**src/rtl/ysyx_22050612_pkg.sv**
```systemverilog
// Shared fetch-queue types and constants.
package ysyx_22050612_pkg;

   // Fetch FSM: at most one memory request in flight at any time.
   typedef enum logic [1:0] {
      IDLE = 2'd0,  // queue has no room reserved, no request
      REQ  = 2'd1,  // request presented to memory
      WAIT = 2'd2,  // request accepted, waiting for its response
      DROP = 2'd3   // response of a redirected-away request must be discarded
   } fq_state_e;

   localparam logic [63:0] RESET_PC_DEFAULT = 64'h8000_0000;

endpackage

```
**src/rtl/ysyx_22050612_fifo.sv**
```systemverilog
// Power-of-two circular buffer with occupancy count and single-cycle flush.
module ysyx_22050612_fifo #(
   parameter int WIDTH = 96,
   parameter int DEPTH = 4
) (
   input  logic                     clk,
   input  logic                     rst,
   input  logic                     push,
   input  logic                     pop,
   input  logic                     flush,
   input  logic [WIDTH-1:0]         wdata,
   output logic [WIDTH-1:0]         rdata,
   output logic [$clog2(DEPTH):0]   count
);
   localparam int AW = $clog2(DEPTH);

   logic [DEPTH-1:0][WIDTH-1:0] mem;
   logic [AW-1:0]               wptr;
   logic [AW-1:0]               rptr;

   // Pointers wrap naturally since DEPTH is a power of two; flush wins.
   always_ff @(posedge clk or posedge rst) begin
      if (rst) begin
         wptr  <= '0;
         rptr  <= '0;
         count <= '0;
      end else if (flush) begin
         wptr  <= '0;
         rptr  <= '0;
         count <= '0;
      end else begin
         if (push) wptr <= wptr + 1'b1;
         if (pop)  rptr <= rptr + 1'b1;
         case ({push, pop})
            2'b10:   count <= count + 1'b1;
            2'b01:   count <= count - 1'b1;
            default: count <= count;
         endcase
      end
   end

   // Entry storage; contents are don't-care until written so no reset.
   always_ff @(posedge clk) begin
      if (push && !flush) mem[wptr] <= wdata;
   end

   assign rdata = mem[rptr];

endmodule

```
**src/rtl/ysyx_22050612_fetch_queue.sv**
```systemverilog
// Instruction fetch sequencer feeding a small in-order instruction queue.
module ysyx_22050612_fetch_queue
   import ysyx_22050612_pkg::*;
#(
   parameter int              XLEN     = 64,
   parameter int              ILEN     = 32,
   parameter int              DEPTH    = 4,
   parameter logic [XLEN-1:0] RESET_PC = XLEN'(RESET_PC_DEFAULT)
) (
   input  logic                      clk,
   input  logic                      rst,
   output logic                      mem_req_valid,
   input  logic                      mem_req_ready,
   output logic [XLEN-1:0]           mem_req_addr,
   input  logic                      mem_rsp_valid,
   input  logic [ILEN-1:0]           mem_rsp_data,
   input  logic                      redirect_valid,
   input  logic [XLEN-1:0]           redirect_pc,
   output logic                      inst_valid,
   input  logic                      inst_ready,
   output logic [ILEN-1:0]           inst,
   output logic [XLEN-1:0]           inst_pc,
   output logic [$clog2(DEPTH):0]    count
);
   localparam int CW = $clog2(DEPTH) + 1;

   fq_state_e       state, state_nxt;
   logic [XLEN-1:0] fetch_pc;
   logic            hs, push, pop, room;
   logic [CW-1:0]   count_nxt;

   // A redirect flushes the queue, so it overrides both push and pop.
   assign hs   = mem_req_valid && mem_req_ready;
   assign push = (state == WAIT) && mem_rsp_valid && !redirect_valid;
   assign pop  = inst_valid && inst_ready && !redirect_valid;

   // Occupancy after this edge; a request is only launched with room left.
   always_comb begin
      count_nxt = count;
      if (redirect_valid)   count_nxt = '0;
      else if (push && !pop) count_nxt = count + 1'b1;
      else if (pop && !push) count_nxt = count - 1'b1;
   end
   assign room = (count_nxt < CW'(DEPTH));

   // FSM state register.
   always_ff @(posedge clk or posedge rst) begin
      if (rst) state <= IDLE;
      else     state <= state_nxt;
   end

   // FSM next-state logic.
   always_comb begin
      state_nxt = state;
      case (state)
         IDLE: if (redirect_valid || room) state_nxt = REQ;
         REQ: begin
            if (redirect_valid) state_nxt = hs ? DROP : REQ;
            else if (hs)        state_nxt = WAIT;
         end
         WAIT: begin
            if (mem_rsp_valid)       state_nxt = (redirect_valid || room) ? REQ : IDLE;
            else if (redirect_valid) state_nxt = DROP;
         end
         // A response coinciding with a redirect retires the stale fetch,
         // so waiting for another one would stall forever.
         DROP: if (mem_rsp_valid) state_nxt = REQ;
         default: state_nxt = IDLE;
      endcase
   end

   // FSM outputs: request is presented only while in REQ.
   always_comb begin
      mem_req_valid = (state == REQ);
      mem_req_addr  = fetch_pc;
   end

   // Fetch PC advances per accepted instruction, or jumps on redirect.
   always_ff @(posedge clk or posedge rst) begin
      if (rst)                 fetch_pc <= RESET_PC;
      else if (redirect_valid) fetch_pc <= {redirect_pc[XLEN-1:2], 2'b00};
      else if (push)           fetch_pc <= fetch_pc + XLEN'(4);
   end

   ysyx_22050612_fifo #(
      .WIDTH (XLEN + ILEN),
      .DEPTH (DEPTH)
   ) u_fifo (
      .clk   (clk),
      .rst   (rst),
      .push  (push),
      .pop   (pop),
      .flush (redirect_valid),
      .wdata ({fetch_pc, mem_rsp_data}),
      .rdata ({inst_pc, inst}),
      .count (count)
   );

   assign inst_valid = (count != '0);

endmodule

```
**config.mk**
```make
export PLATFORM = sky130hd
export DESIGN_NAME = ysyx_22050612_fetch_queue
export DESIGN_NICKNAME = d
export VERILOG_FILES = /design/src/rtl/ysyx_22050612_pkg.sv /design/src/rtl/ysyx_22050612_fifo.sv /design/src/rtl/ysyx_22050612_fetch_queue.sv
export SDC_FILE = /design/constraint.sdc
export NUM_CORES = 1
export LEC_CHECK = 0
export CORE_ASPECT_RATIO = 1.75
export CORE_MARGIN = 4
export CORE_UTILIZATION = 40
export CTS_CLUSTER_SIZE = 30
export DETAILED_ROUTE_END_ITERATION = 8
export SETUP_SLACK_MARGIN = 0.15
export SLEW_MARGIN = 25
export SYNTH_ARGS = -nofsm -noshare
export SYNTH_HDL_FRONTEND = slang
export SYNTH_SLANG_ARGS = --single-unit
```
**constraint.sdc**
```tcl
create_clock -name clk -period 11.55 [get_ports clk]
set_input_delay 3.465 -clock clk [delete_from_list [all_inputs] [get_ports clk]]
set_output_delay 3.465 -clock clk [all_outputs]
set_load 0.05 [all_outputs]
```
After elaboration in Yosys (flattened, before gate mapping)
Cells that the tools add are included.
{ "word_totals": {"reg_bits": 457, "out_inout_bits": 165} }
{ "classes": {"addsub": 5, "magnitude_cmp": 4, "n_eq_ne": 9, "n_mux": 25, "n_reduce_logical": 19} }
{ "ops": {"columns": ["cell", "n"], "rows": [
  ["384-bit bitwise mux", 1],
  ["96-bit binary-select mux with 2-bit select", 1],
  ["96-bit demux with 2-bit select", 1],
  ["96-bit two-way mux", 2],
  ["64-bit two-way mux", 2],
  ["64-bit by 3-bit adder with 64-bit output (second input constant)", 1],
  ["2-bit two-way mux", 11],
  ["3-bit two-way mux", 4],
  ["1-bit logical AND", 9],
  ["2-bit one-hot mux with 4 select lines", 1],
  ["2-bit equality test (second input constant)", 3],
  ["2-bit by 3-bit less-than comparator with 1-bit output (second input constant)", 2],
  ["3-bit one-hot mux with 2 select lines", 1],
  ["3-bit nonzero test", 2],
  ["2-bit by 1-bit adder with 2-bit output (second input constant)", 2],
  ["2-bit by 1-bit equality test with 1-bit output (second input constant)", 2],
  ["2-bit inequality test (second input constant)", 2],
  ["4-bit AND reduction", 1],
  ["2-bit nonzero test", 2],
  ["3-bit by 1-bit adder with 3-bit output (second input constant)", 1],
  ["1-bit logical NOT", 3],
  ["3-bit less-than comparator (second input constant)", 1],
  ["3-bit by 1-bit inequality test with 1-bit output (second input constant)", 1],
  ["3-bit inequality test (second input constant)", 1],
  ["5 further kinds", 5]
]} }

Logic depth before layout (Yosys ltp)
Gate-level depths: netlist (run 1).
{ "logic_depth": {"word_depth": 13, "mapped_depth": 9, "mapped_depth_nobuf": 8} }

By module
Synthesis (run 1) repeated with hierarchy kept, for this count alone.
{ "unflattened": {"cells_unflattened": 1011, "area_unflattened_um2": 18275.0} }
{ "modules_own_cells": {"columns": ["mod", "instances", "cells_each", "area_each_um2"], "rows": [
  ["ysyx_22050612_fifo", 1, 544, 14264.9],
  ["ysyx_22050612_fetch_queue", 1, 467, 4010.1]
]} }

Worst setup path after synthesis (run 1)
No wires, ideal clock.
{ "synth_timing": {"path_kind": "input-to-reg", "from": "input redirect_valid", "to": "register u_fifo.mem[0] in the netlist's numbering, enable pin", "setup_time_ns": 0.681, "arrival_time_ns": 10.918, "required_time_ns": 10.869, "setup_slack_ns": -0.050, "path_stages": 4, "n_path_buf": 3, "path_cell_list": "clkbuf_1 clkbuf_1 clkbuf_1 nor3b_1"} }
{ "synth_via": {"elab_chain_len": 3} }
{ "synth_lines": {"columns": ["element", "line", "source"], "rows": [
  ["start: declaration", "ysyx_22050612_fetch_queue.sv:17", "input logic redirect_valid,"],
  ["1-bit logical NOT (*)", "ysyx_22050612_fifo.sv:44, ysyx_22050612_fetch_queue.sv:34", null],
  ["1-bit logical AND", "ysyx_22050612_fetch_queue.sv:34", "assign push = (state == WAIT) && mem_rsp_valid && !redirect_valid;"],
  ["1-bit logical AND (*)", "ysyx_22050612_fifo.sv:44", "if (push && !flush) mem[wptr] <= wdata;"],
  ["end signal: indexed assignment", "ysyx_22050612_fifo.sv:44", null],
  ["end: declaration", "ysyx_22050612_fifo.sv:17", "logic [DEPTH-1:0][WIDTH-1:0] mem;"]
]} }
Every way passes the cells marked *; elsewhere a longest branch is shown, timed or not.
A chain may end at the register's enable or synchronous reset.

Worst setup path after layout (run 1)
{ "layout_timing": {"from": "register u_fifo.rptr[1]", "to": "output inst_pc[27]"} }
{ "layout_via": {"elab_chain_len": 2} }
{ "layout_lines": {"columns": ["element", "line", "source"], "rows": [
  ["start: declaration", "ysyx_22050612_fifo.sv:19", "logic [AW-1:0] rptr;"],
  ["start signal: assignment", "ysyx_22050612_fifo.sv:33", "if (pop) rptr <= rptr + 1'b1;"],
  ["96-bit binary-select mux with 2-bit select", "ysyx_22050612_fifo.sv:47", "assign rdata = mem[rptr];"],
  ["96-bit two-way mux (implied by the code)", "ysyx_22050612_fifo.sv:47", null],
  ["end: declaration", "ysyx_22050612_fetch_queue.sv:22", "output logic [XLEN-1:0] inst_pc,"]
]} }
Every way passes these cells. The select of a mux whose other input is x is not followed.

==> results of run 1 <==
## layout by cell type (no fill, tap or decap), types with 3 or more instances in the layout
| cell | count |
|---|---|
| xnor2_1 | 50 |
| ha_1 | 12 |
| nor3b_2 | 4 |
| conb_1 | 4 |
| clkinv_1 | 5 |
| inv_1 | 17 |
| clkinv_2 | 7 |
| edfxtp_1 | 376 |
| nand2_1 | 96 |
| clkbuf_16 | 41 |
| mux2i_1 | 3 |
| o21ai_1 | 4 |
| a21oi_1 | 6 |
| buf_4 | 14 |
| nor3_1 | 15 |
| clkbuf_1 | 11 |
| nand4_1 | 14 |
| mux4_2 | 94 |
| dfrtp_1 | 68 |
| xor2_1 | 17 |
| nor2_1 | 34 |
| nor4_4 | 4 |
| o21ai_0 | 59 |
| nand3_1 | 20 |
| nor4_2 | 4 |
| bufinv_16 | 5 |
| clkdlybuf4s50_1 | 259 |
## worst max-delay path by stage
stage	from	endpoint	slack [ns]	cells after the start
2_1_floorplan	redirect_valid	u_fifo.mem[0]$_DFFE_PP_	-0.05	4
3_3_place_gp	u_fifo.rptr[1]$_DFFE_PP0P_	inst_pc[27]	5.05	3
3_5_place_dp	u_fifo.rptr[1]$_DFFE_PP0P_	inst_pc[31]	5.03	3
4_1_cts	u_fifo.rptr[1]$_DFFE_PP0P_	inst_pc[27]	4.45	3
5_1_grt	u_fifo.rptr[1]$_DFFE_PP0P_	inst_pc[27]	4.39	3
6_report	u_fifo.rptr[1]$_DFFE_PP0P_	inst_pc[27]	4.53	3
## power breakdown
group          internal (W)  switching (W)
logic              0.000540       0.000864
registers           0.00181      0.0000882
clock network      0.000778       0.000560
## layer usage
layer	vias up	global-route usage, %	routed length [um]
li1	4301	-	-
met1	4916	19.7	15400
met2	246	31.8	22500
met3	52	3.32	1990
met4	2	4.46	900
met5	-	0	13
## cell families (layout without fill, tap and decap cells)
family,count (synthesis),count (layout),share of synthesized area (%)
fa+ha+maj,12,12,0.848
other cells,1,4,0.0212
compound gates,73,73,2.13
mux,98,98,12.2
buf+inv,62,364,1.47
simple gates,210,210,6.21
xor+xnor,67,67,3.31
flops,447,447,73.8
## worst max-delay path, delay by kind of cell, from the launching register on
family                 cells  cell delay, ns
DFF                        1            0.92
muxes                      1            0.35
buffers and inverters      2            1.64
## registers in the layout, indices dropped and copies added, names as in the netlist
| signal | count |
|---|---|
| u_fifo.mem | 376 |
| mem_req_addr | 62 |
| u_fifo.count | 3 |
| state | 2 |
| u_fifo.rptr | 2 |
| u_fifo.wptr | 2 |
## synthesized netlist by cell type (2+ instances only)
| master | instances | area share (%) |
|---|---|---|
| a21oi_1 | 6 | 0.17 |
| nand3_1 | 20 | 0.57 |
| nand2b_1 | 2 | 0.071 |
| dfrtp_1 | 70 | 9.9 |
| or4_4 | 2 | 0.13 |
| clkbuf_1 | 28 | 0.59 |
| buf_2 | 4 | 0.11 |
| mux2i_1 | 3 | 0.17 |
| inv_1 | 18 | 0.38 |
| nand2_1 | 96 | 2.0 |
| nand4_1 | 14 | 0.49 |
| xnor2_1 | 50 | 2.5 |
| nor2_1 | 34 | 0.72 |
| ha_1 | 12 | 0.85 |
| and3_1 | 2 | 0.071 |
| nand4_4 | 2 | 0.24 |
| edfxtp_1 | 376 | 64 |
| nand4_2 | 2 | 0.14 |
| and4_1 | 2 | 0.099 |
| nor4_2 | 4 | 0.28 |
| a211oi_1 | 2 | 0.085 |
| nor3_1 | 15 | 0.42 |
| nor3b_1 | 5 | 0.21 |
| xor2_1 | 17 | 0.84 |
| mux4_2 | 94 | 12 |
| o21ai_0 | 59 | 1.7 |
| buf_4 | 4 | 0.17 |
| o21ai_1 | 4 | 0.11 |
| buf_1 | 7 | 0.15 |
| nor4_4 | 4 | 0.48 |
## metrics by stage
step	total power, W	setup slack (ns)	hold WS (ns)	TNS, ns	cell area (um2)
2_1_floorplan	0.00290	-0.0498	0.543	-14.06	17700
3_3_place_gp	0.00336	5.05	0.565	0	21000
3_5_place_dp	0.00337	5.03	0.579	0	21000
4_1_cts	0.00472	4.45	0.605	0	22300
5_1_grt	0.00483	4.39	0.618	0	22300
6_report	0.00464	4.53	0.598	0	22300
## cell type report
type / count / area (um2) / share of cell area, %
well taps: 566 / 708 / 3.18
flip-flops and latches: 447 / 13100 / 58.7
repair buffers: 274 / 2710 / 12.2
clock inverters: 18 / 214 / 0.960
inverters: 18 / 68.8 / 0.309
clock buffers: 54 / 1090 / 4.91
multi-input cells: 464 / 4410 / 19.8
==> out/qor.yml, run 1 <==
critical_path:
  reg2reg_depth: 6
  cp.arrival_ns: 3.55
  path_cells: "buf_4 -> mux4_2 -> clkdlybuf4s50_1"
  crit_required_ns: 8.09
  endpoint_kind: "output port"
  worstReg2RegStart: "mem_req_addr[31]$_DFFE_PP1N_"
  crit_fanout: 52
  cp_slowest_cell: "dfrtp_4"
  path_class: "reg2out"
  cp-start-kind: "flip-flop"
  reg2reg_to: "mem_req_addr[56]$_DFFE_PP0N_"
  critical_path.max_stage_delay_ns: 0.92
  r2r_setup_slack_ns: 8.44
die:
  pin_count: 267
  die_area_mm2: 0.0478
  die_h_um: 286
  row_count: 101
  die_w_um: 167
  start_util_pct: 40.6
  core_region_area_mm2: 0.0436
yosys:
  avgSynthCellArea_um2: 18.3
  synth_ff_type: "edfxtp_1"
  synth_edf_count: 376
  async_flop_share_pct: 15.9
  synthesis.instances: 970
  synth_cell_types: 42
  ys_seq_elements: 447
  synth_warnings: 0
  yosysSeqAreaShare_pct: 73.8
  syn_area_mm2: 0.0177
placed_design:
  numPlacedInstances: 1769
  hpwl_mm: 25.8
  finalWeightedCongestion: 0.720
  portBuffers: 260
routing:
  drt-initial-drc-count: 539
  vias: 9517
  ant_nets: 0
  routedWlPerCell_um: 22.2
  first_pass_iters: 4
  routed_wl_mm: 40.8
  drc_errors: 0
  avgViaCountPerCell: 5.17
finish:
  antenna_cells: 0
  instances_no_fill: 1841
  nFillCells: 3636
  area_growth_pct: 25.8
  fin_util_pct: 51.1
  drive_gt1_share_pct: 14.8
  layout.nets: 1359
clocking:
  clk-insertion-delay-late_ns: 0.53
  numCtsBuffers: 40
  cts_tree: "yes"
  clkTransAtPathRegs_ns: 0.06
  cts_hold_buf: 0
  cts_resized: 0
  cts_setup_buffers: 0
  clockBufferDepth: 3
  cts-root-buf: "clkbuf_16"
  clock-sinks: 447
  htree_levels: 2
timing:
  skew_ns: 0.0126
  fin_crit_sh_pct: 60.7
  setup_viol: 0
  drv_slew: 0
  rsz0062_at_grt: "no"
  finalHoldViolCount: 0
  slew_headroom_pct: 34.5
  tightest_slew_ns: 0.982
  fmax_mhz: 143
  min_period_ns: 7.02
grt:
  grt_pass1_vias: 10100
  overflow: 0
  grt_pass1_wl_mm: 62.1
  track_usage_pct: 16.9
  grt_max_degree: 73
  antenna_found_initial: 1
power_and_ir_drop:
  vdd_drop_max_mv: 0.137
  p_leak_nw: 7.25
  p_per_area_mw_per_mm2: 208
hold_path:
  hold_class: "reg2reg"
  min_path_cells: 2
  holdCritStartpoint: "u_fifo.wptr[1]$_DFFE_PP0N_"
  min_to: "u_fifo.wptr[1]$_DFFE_PP0N_"
run:
  drv_cap: 0
run_status:
  status: "finished, final reports clean"
No activity file was read; power rests on OpenSTA's default activity.
==> run 2, diff against run 1 <==
Clock period 11.55 ns to 6.3 ns, I/O delays scaled along.
==> run 2 against run 1 <==
- final cell count increased by 0.49%
- setup slack got worse by 3.1 ns
- sequential power increased by 82%
- non-clock buffer count decreased by 1
- clock skew decreased by 0.0026 ns
- core utilization increased by 0.69 points
- clock power increased by 110%
- first-iteration DRC count increased by 1.3%
- worst hold slack got worse by 0.028 ns
- count of clock-buffer cells in the layout decreased by 2
- critical path type unchanged
- largest cell class unchanged
==> out/qor.yml, run 2 (synthesis gave the netlist of run 1 again) <==
die:
  pin_count: 267
  row_count: 101
  die_h_um: 286
  die_w_um: 167
  core_region_area_mm2: 0.0436
  die_area_mm2: 0.0478
  start_util_pct: 40.6
routing:
  first_pass_iters: 4
  routedWlPerCell_um: 22.2
  drt-initial-drc-count: 546
  ant_nets: 0
  vias: 9543
  avgViaCountPerCell: 5.16
  routed_wl_mm: 41.0
  drc_errors: 0
critical_path:
  crit_required_ns: 4.41
  endpoint_kind: "output port"
  cp_slowest_cell: "dfrtp_4"
  r2r_setup_slack_ns: 3.18
  critical_path.max_stage_delay_ns: 0.86
  path_cells: "buf_12 -> mux4_2 -> clkdlybuf4s50_1"
  cpLargestDelayFamily: "buffers and inverters"
  crit_fanout: 53
  worstReg2RegStart: "mem_req_addr[31]$_DFFE_PP1N_"
  cp.arrival_ns: 3.01
  path_class: "reg2out"
  reg2reg_to: "mem_req_addr[56]$_DFFE_PP0N_"
  cp-start-kind: "flip-flop"
  reg2reg_depth: 6
  path_buf_inv: 2
finish:
  multi_input_area_mm2: 0.00443
  fin_util_pct: 51.8
  area_growth_pct: 27.5
  layout.nets: 1360
  nFillCells: 3661
  final_common_cell: "edfxtp_1"
  layout_common_cells: "edfxtp_1 (376), clkdlybuf4s50_1 (259), nand2_1 (96)"
  largest_reg_flops: 376
  stdcell_area_mm2: 0.0226
  regMostFlops: "u_fifo.mem"
  drive_gt1_share_pct: 15.7
  final-seq-area_mm2: 0.0131
clocking:
  cts_resized: 0
  numCtsBuffers: 42
  clock-sinks: 447
  cts_hold_buf: 0
  htree_levels: 2
  clk-insertion-delay-late_ns: 0.53
  cts_tree: "yes"
  cts_setup_buffers: 0
  clkTransAtPathRegs_ns: 0.07
  clockBufferDepth: 3
  cts-root-buf: "clkbuf_16"
power_and_ir_drop:
  switchingPower_w: 0.00282
  power_frac_seq_pct: 39.0
  p_int_w: 0.00604
  p_leak_nw: 7.38
  combinationalPowerShare_pct: 29.5
  vdd_drop_max_mv: 0.210
  switching_share_pct: 31.8
  pwr-share-clk_pct: 31.5
  power.total_w: 0.00886
  p_per_area_mw_per_mm2: 392
placed_design:
  finalWeightedCongestion: 0.738
  portBuffers: 260
  hpwl_mm: 26.1
  dpl_cell_area_mm2: 0.0210
timing:
  fin_crit_sh_pct: 77.8
  min_period_ns: 4.90
  fmax_mhz: 204
  setup_viol: 0
  skew_ns: 0.00998
  finalHoldViolCount: 0
  rsz0062_at_grt: "no"
  tns_ns: 0
  drv_slew: 0
  tightest_slew_ns: 0.972
  slew_headroom_pct: 34.6
grt:
  track_usage_pct: 17.0
  overflow: 0
  grt_max_degree: 91
  antenna_found_initial: 8
  grt_pass1_vias: 10100
  grt_pass1_wl_mm: 62.5
hold_path:
  min_to: "u_fifo.wptr[1]$_DFFE_PP0N_"
  holdCritStartpoint: "u_fifo.wptr[1]$_DFFE_PP0N_"
  hold_class: "reg2reg"
  min_path_cells: 2
run:
  drv_cap: 0
run_status:
  status: "finished, final reports clean"
==> run 2: worst min-delay path: cells and delay by family (launching register included) <==
family	cells	cell delay, ns
AO/OA/AOI/OAI	1	0.06
flip-flops	1	0.41
AND/OR/NAND/NOR	1	0.07
==> run 2: routing by layer <==
layer / global-route usage [%] / vias up / share of wire (%)
met4: 5.02 / 6 / 2.3
li1: - / 4319 / -
met2: 31.2 / 235 / 55
met5: 0 / - / 0.11
met1: 19.9 / 4925 / 37
met3: 3.80 / 58 / 5.4
==> run 2: worst max-delay path by stage <==
stage / cells past startpoint / slack (ns) / to / from
global route: 3 / 1.26 / inst_pc[63] / u_fifo.rptr[1]$_DFFE_PP0P_
detailed placement: 7 / 1.49 / mem_req_addr[56]$_DFFE_PP0N_ / mem_rsp_valid
global placement: 7 / 1.57 / mem_req_addr[56]$_DFFE_PP0N_ / mem_rsp_valid
CTS: 3 / 1.28 / inst_pc[63] / u_fifo.rptr[1]$_DFFE_PP0P_
finish: 3 / 1.40 / inst_pc[31] / u_fifo.rptr[1]$_DFFE_PP0P_
floorplan: 4 / -0.38 / u_fifo.mem[0]$_DFFE_PP_ / redirect_valid
==> run 2: power groups by stage <==
| stage | clock [W] | sequential [W] | combinational [W] |
|---|---|---|---|
| CTS | 0.00286 | 0.00346 | 0.00268 |
| global route | 0.00300 | 0.00347 | 0.00276 |
| floorplan | 0 | 0.00362 | 0.00169 |
| finish | 0.00279 | 0.00346 | 0.00262 |
| detailed placement | 0 | 0.00352 | 0.00267 |
| global placement | 0 | 0.00352 | 0.00266 |
==> run 2: cell type report <==
| cell class | instances | share of cell area [%] |
|---|---|---|
| Antenna cell | 5 | 0.0554 |
| Clock inverter | 25 | 1.76 |
| Tap cell | 566 | 3.14 |
| Clock buffer | 52 | 5.09 |
| Sequential cell | 447 | 57.9 |
| Timing Repair Buffer | 273 | 12.1 |
| Multi-Input combinational cell | 464 | 19.6 |
| Inverter | 18 | 0.305 |
==> run 2: through the flow <==
step / hold slack, ns / worst slack, ns / std cells
after floorplan: 0.543 / -0.376 / 973
after global placement: 0.566 / 1.57 / 1768
after detailed placement: 0.568 / 1.49 / 1768
after CTS: 0.577 / 1.28 / 1845
after global routing: 0.611 / 1.26 / 1849
final: 0.570 / 1.40 / 1850
